===== config.mk =====
export PLATFORM = sky130hd
export DESIGN_NAME = ir_fetch_unit
export DESIGN_NICKNAME = d
export VERILOG_FILES = /design/src/rtl/lc3_pkg.sv /design/src/rtl/ir_fetch_unit.sv
export SDC_FILE = /design/constraint.sdc
export NUM_CORES = 1
export LEC_CHECK = 0
export ABC_AREA = 1
export CORE_MARGIN = 5
export CORE_UTILIZATION = 42
export DETAILED_ROUTE_END_ITERATION = 7
export PLACE_DENSITY = 0.88
export SLEW_MARGIN = 25
export SYNTH_ARGS = -nofsm -noshare
export SYNTH_HDL_FRONTEND = slang
export SYNTH_SLANG_ARGS = --single-unit

===== constraint.sdc =====
create_clock -name Clk -period 1.5 [get_ports Clk]
set_clock_uncertainty 0.1 [all_clocks]
set_input_delay 0.45 -clock Clk [delete_from_list [all_inputs] [get_ports Clk]]
set_output_delay 0.45 -clock Clk [all_outputs]
set_load 0.02 [all_outputs]

===== src/rtl/lc3_pkg.sv =====
// -----------------------------------------------------------------------------
// lc3_pkg
// Shared definitions for the LC-3 datapath blocks: the default datapath width,
// the instruction-fetch FSM state type and the 4-bit opcode encodings found in
// IR[15:12].
// -----------------------------------------------------------------------------
package lc3_pkg;

    localparam int unsigned LC3_WIDTH = 16;

    typedef enum logic [2:0] {
        IDLE       = 3'd0,
        FETCH_ADDR = 3'd1,
        FETCH_WAIT = 3'd2,
        LOAD_IR    = 3'd3,
        HOLD       = 3'd4
    } fetch_state_t;

    localparam logic [3:0] OP_BR   = 4'h0;
    localparam logic [3:0] OP_ADD  = 4'h1;
    localparam logic [3:0] OP_LD   = 4'h2;
    localparam logic [3:0] OP_ST   = 4'h3;
    localparam logic [3:0] OP_JSR  = 4'h4;
    localparam logic [3:0] OP_AND  = 4'h5;
    localparam logic [3:0] OP_LDR  = 4'h6;
    localparam logic [3:0] OP_STR  = 4'h7;
    localparam logic [3:0] OP_RTI  = 4'h8;
    localparam logic [3:0] OP_NOT  = 4'h9;
    localparam logic [3:0] OP_LDI  = 4'hA;
    localparam logic [3:0] OP_STI  = 4'hB;
    localparam logic [3:0] OP_JMP  = 4'hC;
    localparam logic [3:0] OP_RES  = 4'hD;
    localparam logic [3:0] OP_LEA  = 4'hE;
    localparam logic [3:0] OP_TRAP = 4'hF;

endpackage


===== src/rtl/ir_fetch_unit.sv =====
// -----------------------------------------------------------------------------
// ir_fetch_unit
// Instruction fetch stage of the 16-bit LC-3 datapath. Holds PC, MAR, MDR and
// IR, sequences one memory read per instruction and hands the latched IR to
// decode with a valid/ack handshake. The raw immediate/offset fields are sliced
// here so the downstream sign extenders connect straight to this block.
//
// Ports
//   Clk, Reset           clock, synchronous active-high reset
//   Run                  start fetching from IDLE
//   Halt                 with ir_ack: return to IDLE instead of fetching next
//   mem_req/mem_addr     read request and address (MAR)
//   mem_rdy/mem_rdata    read data valid / read data
//   ir_valid/ir_ack      IR handshake towards decode
//   pc_ld/pc_in          PC redirect (branch/jump target)
//   pc_out               current PC (already past the fetched instruction)
//   ir_out, ir_opcode, ir_imm5, ir_off6, ir_off9, ir_off11   IR and its fields
//   fetch_err            one-cycle pulse on memory timeout
// -----------------------------------------------------------------------------
module ir_fetch_unit
    import lc3_pkg::*;
#(
    parameter int unsigned       WIDTH    = LC3_WIDTH,
    parameter logic [WIDTH-1:0]  RESET_PC = '0,
    parameter int unsigned       WAIT_MAX = 8
) (
    input  logic             Clk,
    input  logic             Reset,
    input  logic             Run,
    input  logic             Halt,
    output logic             mem_req,
    output logic [WIDTH-1:0] mem_addr,
    input  logic             mem_rdy,
    input  logic [WIDTH-1:0] mem_rdata,
    output logic             ir_valid,
    input  logic             ir_ack,
    input  logic             pc_ld,
    input  logic [WIDTH-1:0] pc_in,
    output logic [WIDTH-1:0] pc_out,
    output logic [WIDTH-1:0] ir_out,
    output logic [3:0]       ir_opcode,
    output logic [4:0]       ir_imm5,
    output logic [5:0]       ir_off6,
    output logic [8:0]       ir_off9,
    output logic [10:0]      ir_off11,
    output logic             fetch_err
);

    // Last wait-counter value before the read is declared lost.
    localparam logic [7:0] WAIT_LAST = 8'(WAIT_MAX - 1);

    fetch_state_t     r_state;
    fetch_state_t     w_state_nxt;
    logic             w_timeout;
    logic [WIDTH-1:0] r_pc;
    logic [WIDTH-1:0] r_mar;
    logic [WIDTH-1:0] r_mdr;
    logic [WIDTH-1:0] r_ir;
    logic [7:0]       r_wait_cnt;
    logic             r_fetch_err;

    // Next-state logic. A ready on the final allowed wait cycle is tested
    // first, so it wins over the timeout.
    always_comb begin
        w_state_nxt = r_state;
        w_timeout   = 1'b0;
        case (r_state)
            IDLE: begin
                if (Run) begin
                    w_state_nxt = FETCH_ADDR;
                end
            end
            FETCH_ADDR: begin
                w_state_nxt = FETCH_WAIT;
            end
            FETCH_WAIT: begin
                if (mem_rdy) begin
                    w_state_nxt = LOAD_IR;
                end else if (r_wait_cnt == WAIT_LAST) begin
                    w_timeout   = 1'b1;
                    w_state_nxt = IDLE;
                end
            end
            LOAD_IR: begin
                w_state_nxt = HOLD;
            end
            HOLD: begin
                if (ir_ack) begin
                    w_state_nxt = Halt ? IDLE : FETCH_ADDR;
                end
            end
            default: begin
                w_state_nxt = IDLE;
            end
        endcase
    end

    always_ff @(posedge Clk) begin
        if (Reset) begin
            r_state     <= IDLE;
            r_pc        <= RESET_PC;
            r_mar       <= '0;
            r_mdr       <= '0;
            r_ir        <= '0;
            r_wait_cnt  <= '0;
            r_fetch_err <= 1'b0;
        end else begin
            r_state     <= w_state_nxt;
            r_fetch_err <= w_timeout;
            case (r_state)
                IDLE: begin
                    // A load in the same cycle as Run is seen by FETCH_ADDR,
                    // so the fetch starts from pc_in.
                    if (pc_ld) begin
                        r_pc <= pc_in;
                    end
                end
                FETCH_ADDR: begin
                    r_mar      <= r_pc;
                    r_pc       <= r_pc + WIDTH'(1);
                    r_wait_cnt <= '0;
                end
                FETCH_WAIT: begin
                    if (mem_rdy) begin
                        r_mdr <= mem_rdata;
                    end else if (w_timeout) begin
                        // Undo the increment so the lost instruction is
                        // fetched again on the next Run.
                        r_pc <= r_mar;
                    end else begin
                        r_wait_cnt <= r_wait_cnt + 8'd1;
                    end
                end
                LOAD_IR: begin
                    r_ir <= r_mdr;
                end
                HOLD: begin
                    if (ir_ack && pc_ld) begin
                        r_pc <= pc_in;
                    end
                end
                default: begin
                end
            endcase
        end
    end

    assign mem_req   = (r_state == FETCH_WAIT);
    assign ir_valid  = (r_state == HOLD);
    assign mem_addr  = r_mar;
    assign pc_out    = r_pc;
    assign ir_out    = r_ir;
    assign fetch_err = r_fetch_err;

    // Raw fields only; sign extension happens in the downstream units.
    assign ir_opcode = r_ir[15:12];
    assign ir_imm5   = r_ir[4:0];
    assign ir_off6   = r_ir[5:0];
    assign ir_off9   = r_ir[8:0];
    assign ir_off11  = r_ir[10:0];

endmodule


==> key figures <==
Clock tree
  • CTS tree: yes
  • Clk_lat worst skew: 0.35 ns
  • TritonCTS buffer count: 9
  • Clock slew at reported path FFs: approximately 0.08 ns
  • CTS root buf: clkbuf_8
  • Htree depth: 3
  • Clock Tree Buf Depth: 2
  • Clk sink count: 76

Power and ir drop
  • Logic pwr share: a little over half
  • Maximum vdd ir drop: 0.860 mV
  • Switching part of the total: 43.0%
  • Static Leak: around 3.0 nW
  • Pwr Total: around 9.7 mW
  • Proportion of power drawn by flip-flops and latches: 29.0%
  • Pint: approximately 5.5 mW
  • Switching power: 4.16 mW
  • Pwr dens: 1560 nW/um^2
  • Clock group share of total power: between 10% and 20%

STA
  • Rel. slew slack: 78.3%
  • # setup viols final: 49
  • Final worst setup slack: -0.214 ns
  • Setup TNS: -4.31 ns
  • Fin crit share: 114%
  • Period minus WS final: 1.71 ns
  • Pins Over Slew Limit: 0
  • Worst-margin pin slew: 0.326 ns
  • Highest clock rate: 584 MHz
  • RSZ-0062 raised after global routing: true
  • Final hold violation count: 0

Synthesis
  • FF+latch count, synth: 76
  • Post-Syn Area: 3890 sq um
  • Sequential-to-total area share from yosys stat: approximately two fifths
  • Yosys warns: 0
  • Post-synthesis cell count: 588
  • Syn nets: 629
  • Number of unique standard cell types used by synthesis: 31
  • Synthesized area per cell: 6.61 sq um

Route
  • Vias post-DR: ~4600
  • DR iter-0 viols: 239
  • DR WL/cell: 15.4 um
  • Vias per cell: 5.19
  • First-pass DRT Iterations: 8
  • Number of remaining DRC errors: 0
  • Post-route ant nets: 0
  • Routed wire length: around 14 mm

Floorplan
  • Initial core utilization: 42.5%
  • Core ar.: 9150 sq um
  • Ports: 125
  • Chip Width: 106 um
  • Die ar.: 11300 sq um
  • Number of core rows: 35
  • Die Y: 106 um

Cells and area
  • Final Non-Filler Cells: 884
  • Post-layout nets: 809
  • Syn-to-layout area delta: 59.3%
  • Fraction of layout cells with a size suffix above 1: 40.8%
  • # diodes: 0
  • Post-layout util: 67.7%

GRT
  • GRT overflow: 0
  • Initial antenna violation count: 0
  • Largest net degree at the start of global routing: 63
  • GRT Overall Usage: 23.5%
  • Number of global-route vias before repair: about 4600
  • First-pass GRT wire length: 21.6 mm

Outcome
  • Status: complete, but fails checks
  • Failing checks: negative setup slack

Worst hold path
  • Depth of the worst hold-timing path: 2
  • Hold Path Class: register to register

Placement
  • Hpwl dp: 8.58 mm
  • Port Buffers: 124
  • Dpl cells: between 800 and 900
  • GPL Wtd Cong: 0.942

Critical path
  • Critical path's slowest cell: dfxtp_2
  • Setup CP Type: register to output port
  • Critical path peak fanout: 3
  • WP data arrival: 1.16 ns
  • Critical Path Start Type: register
  • Required time of the critical path: 0.95 ns
  • Max incr delay on CP: 0.34 ns
  • Crit end category: output port
  • FF-to-FF path depth: 10
  • Worst path cell trace: inv_4 > nand2_4 > nor2_4 > buf_6

Flow run
  • Maximum Capacitance Violations: 0
-- synthesized netlist by cell type (all sizes together) --
master  number  area, sq um
ha           2         25.0
nor3         4         20.0
xnor2        2         17.5
nand4        6         37.5
nor2       147          572
inv         42          158
nand3       22          125
dfxtp       76         1520
nand3b       2         15.0
o21ai       51          255
buf         46          325
clkinv       2         7.51
clkbuf      10         37.5
o211ai       3         22.5
or2          1         6.26
a21oi       25          129
a22oi       12         90.1
xor2         1         8.76
a31oi        1         6.26
nand2      133          509
-- metal layers --
metal	wire length [um]	GRT usage (%)	up-vias
li1	-	-	2202
met1	5200	26.7	2130
met2	6860	40.8	205
met3	1070	6.07	49
met4	513	11.1	0
met5	0	0	-
-- state kept, by name (all words and copies together) (netlist names) --
signal	cells
ir_out	16
mem_addr	16
pc_out	16
r_mdr	16
r_wait_cnt	8
r_state	3
fetch_err	1
-- worst max-delay path, delay by kind of cell, from the launching register on --
kind / cells / cell delay (ns)
buffers and inverters: 2 / 0.23
flip-flops: 1 / 0.34
AND/OR/NAND/NOR: 2 / 0.23
-- cell type report --
| type | instances | area [sq um] |
|---|---|---|
| fill | 707 | 2960 |
| multi-input combinational | 415 | 2290 |
| timing repair buffer | 222 | 1820 |
| sequential | 76 | 1560 |
| inverter | 44 | 188 |
| tap | 111 | 139 |
| clock buffer | 10 | 138 |
| clock inverter | 6 | 63.8 |
-- cell usage in the layout, fill, tap and decap left out, drive strengths merged --
| cell type | netlist | layout |
|---|---|---|
| nand2 | 133 | 136 |
| nand3 | 22 | 22 |
| xor2 | 1 | 1 |
| a21oi | 25 | 25 |
| a31oi | 1 | 1 |
| clkbuf | 10 | 11 |
| a22oi | 12 | 12 |
| nor3 | 4 | 4 |
| clkinvlp | 0 | 2 |
| clkdlybuf4s15 | 0 | 1 |
| dlygate4sd2 | 0 | 1 |
| clkinv | 2 | 5 |
| dfxtp | 76 | 76 |
| o211ai | 3 | 3 |
| buf | 46 | 182 |
| nor2 | 147 | 147 |
| inv | 42 | 42 |
| clkdlybuf4s50 | 0 | 37 |
| ha | 2 | 2 |
| bufinv | 0 | 1 |
| nand4 | 6 | 6 |
| o21ai | 51 | 51 |
| nand3b | 2 | 2 |
| xnor2 | 2 | 2 |
| or2 | 1 | 1 |
-- power by group through the flow --
stage	Sequential, mW	Combinational, mW	Clock, mW
after floorplan	3.25	1.99	0
after global placement	2.80	4.45	0
after detailed placement	2.81	4.57	0
after CTS	2.77	4.95	1.62
after global routing	2.86	5.70	1.70
final	2.80	5.26	1.59
-- worst paths after layout --
path / endpoint / slack, ns / from
worst max-delay path: mem_req / -0.21 / r_state[0]
worst min-delay path: r_mdr[6] / 0.38 / r_mdr[6]
worst max register to register: pc_out[7] / -0.17 / r_state[0]
worst min register to register: r_mdr[6] / 0.38 / r_mdr[6]
-- cell families after synthesis --
group,synth area share (%)
compound gates,12.9
xor+xnor,0.676
fa+ha+maj,0.643
buf+inv,13.6
flops,39.1
simple gates,33.0
-- repair_timing --
action / CTS / global route
hold buffers: 0 / 0
setup endpoints to repair: 139 / 85
pin swaps: 38 / 27
setup buffers: 12 / 3
resized for setup: 462 / 73
gates cloned: 6 / 2
-- metrics by stage --
stage                     instance area, sq um  worst slack (ns)  hold slack (ns)
after floorplan                           3930           -0.0111            0.356
after global placement                    5570            -0.351            0.361
after detailed placement                  5570            -0.419            0.370
after CTS                                 5950            -0.236            0.381
after global routing                      6200            -0.243            0.410
final                                     6200            -0.214            0.382
Note: power is estimated with default switching activity, not from simulation.
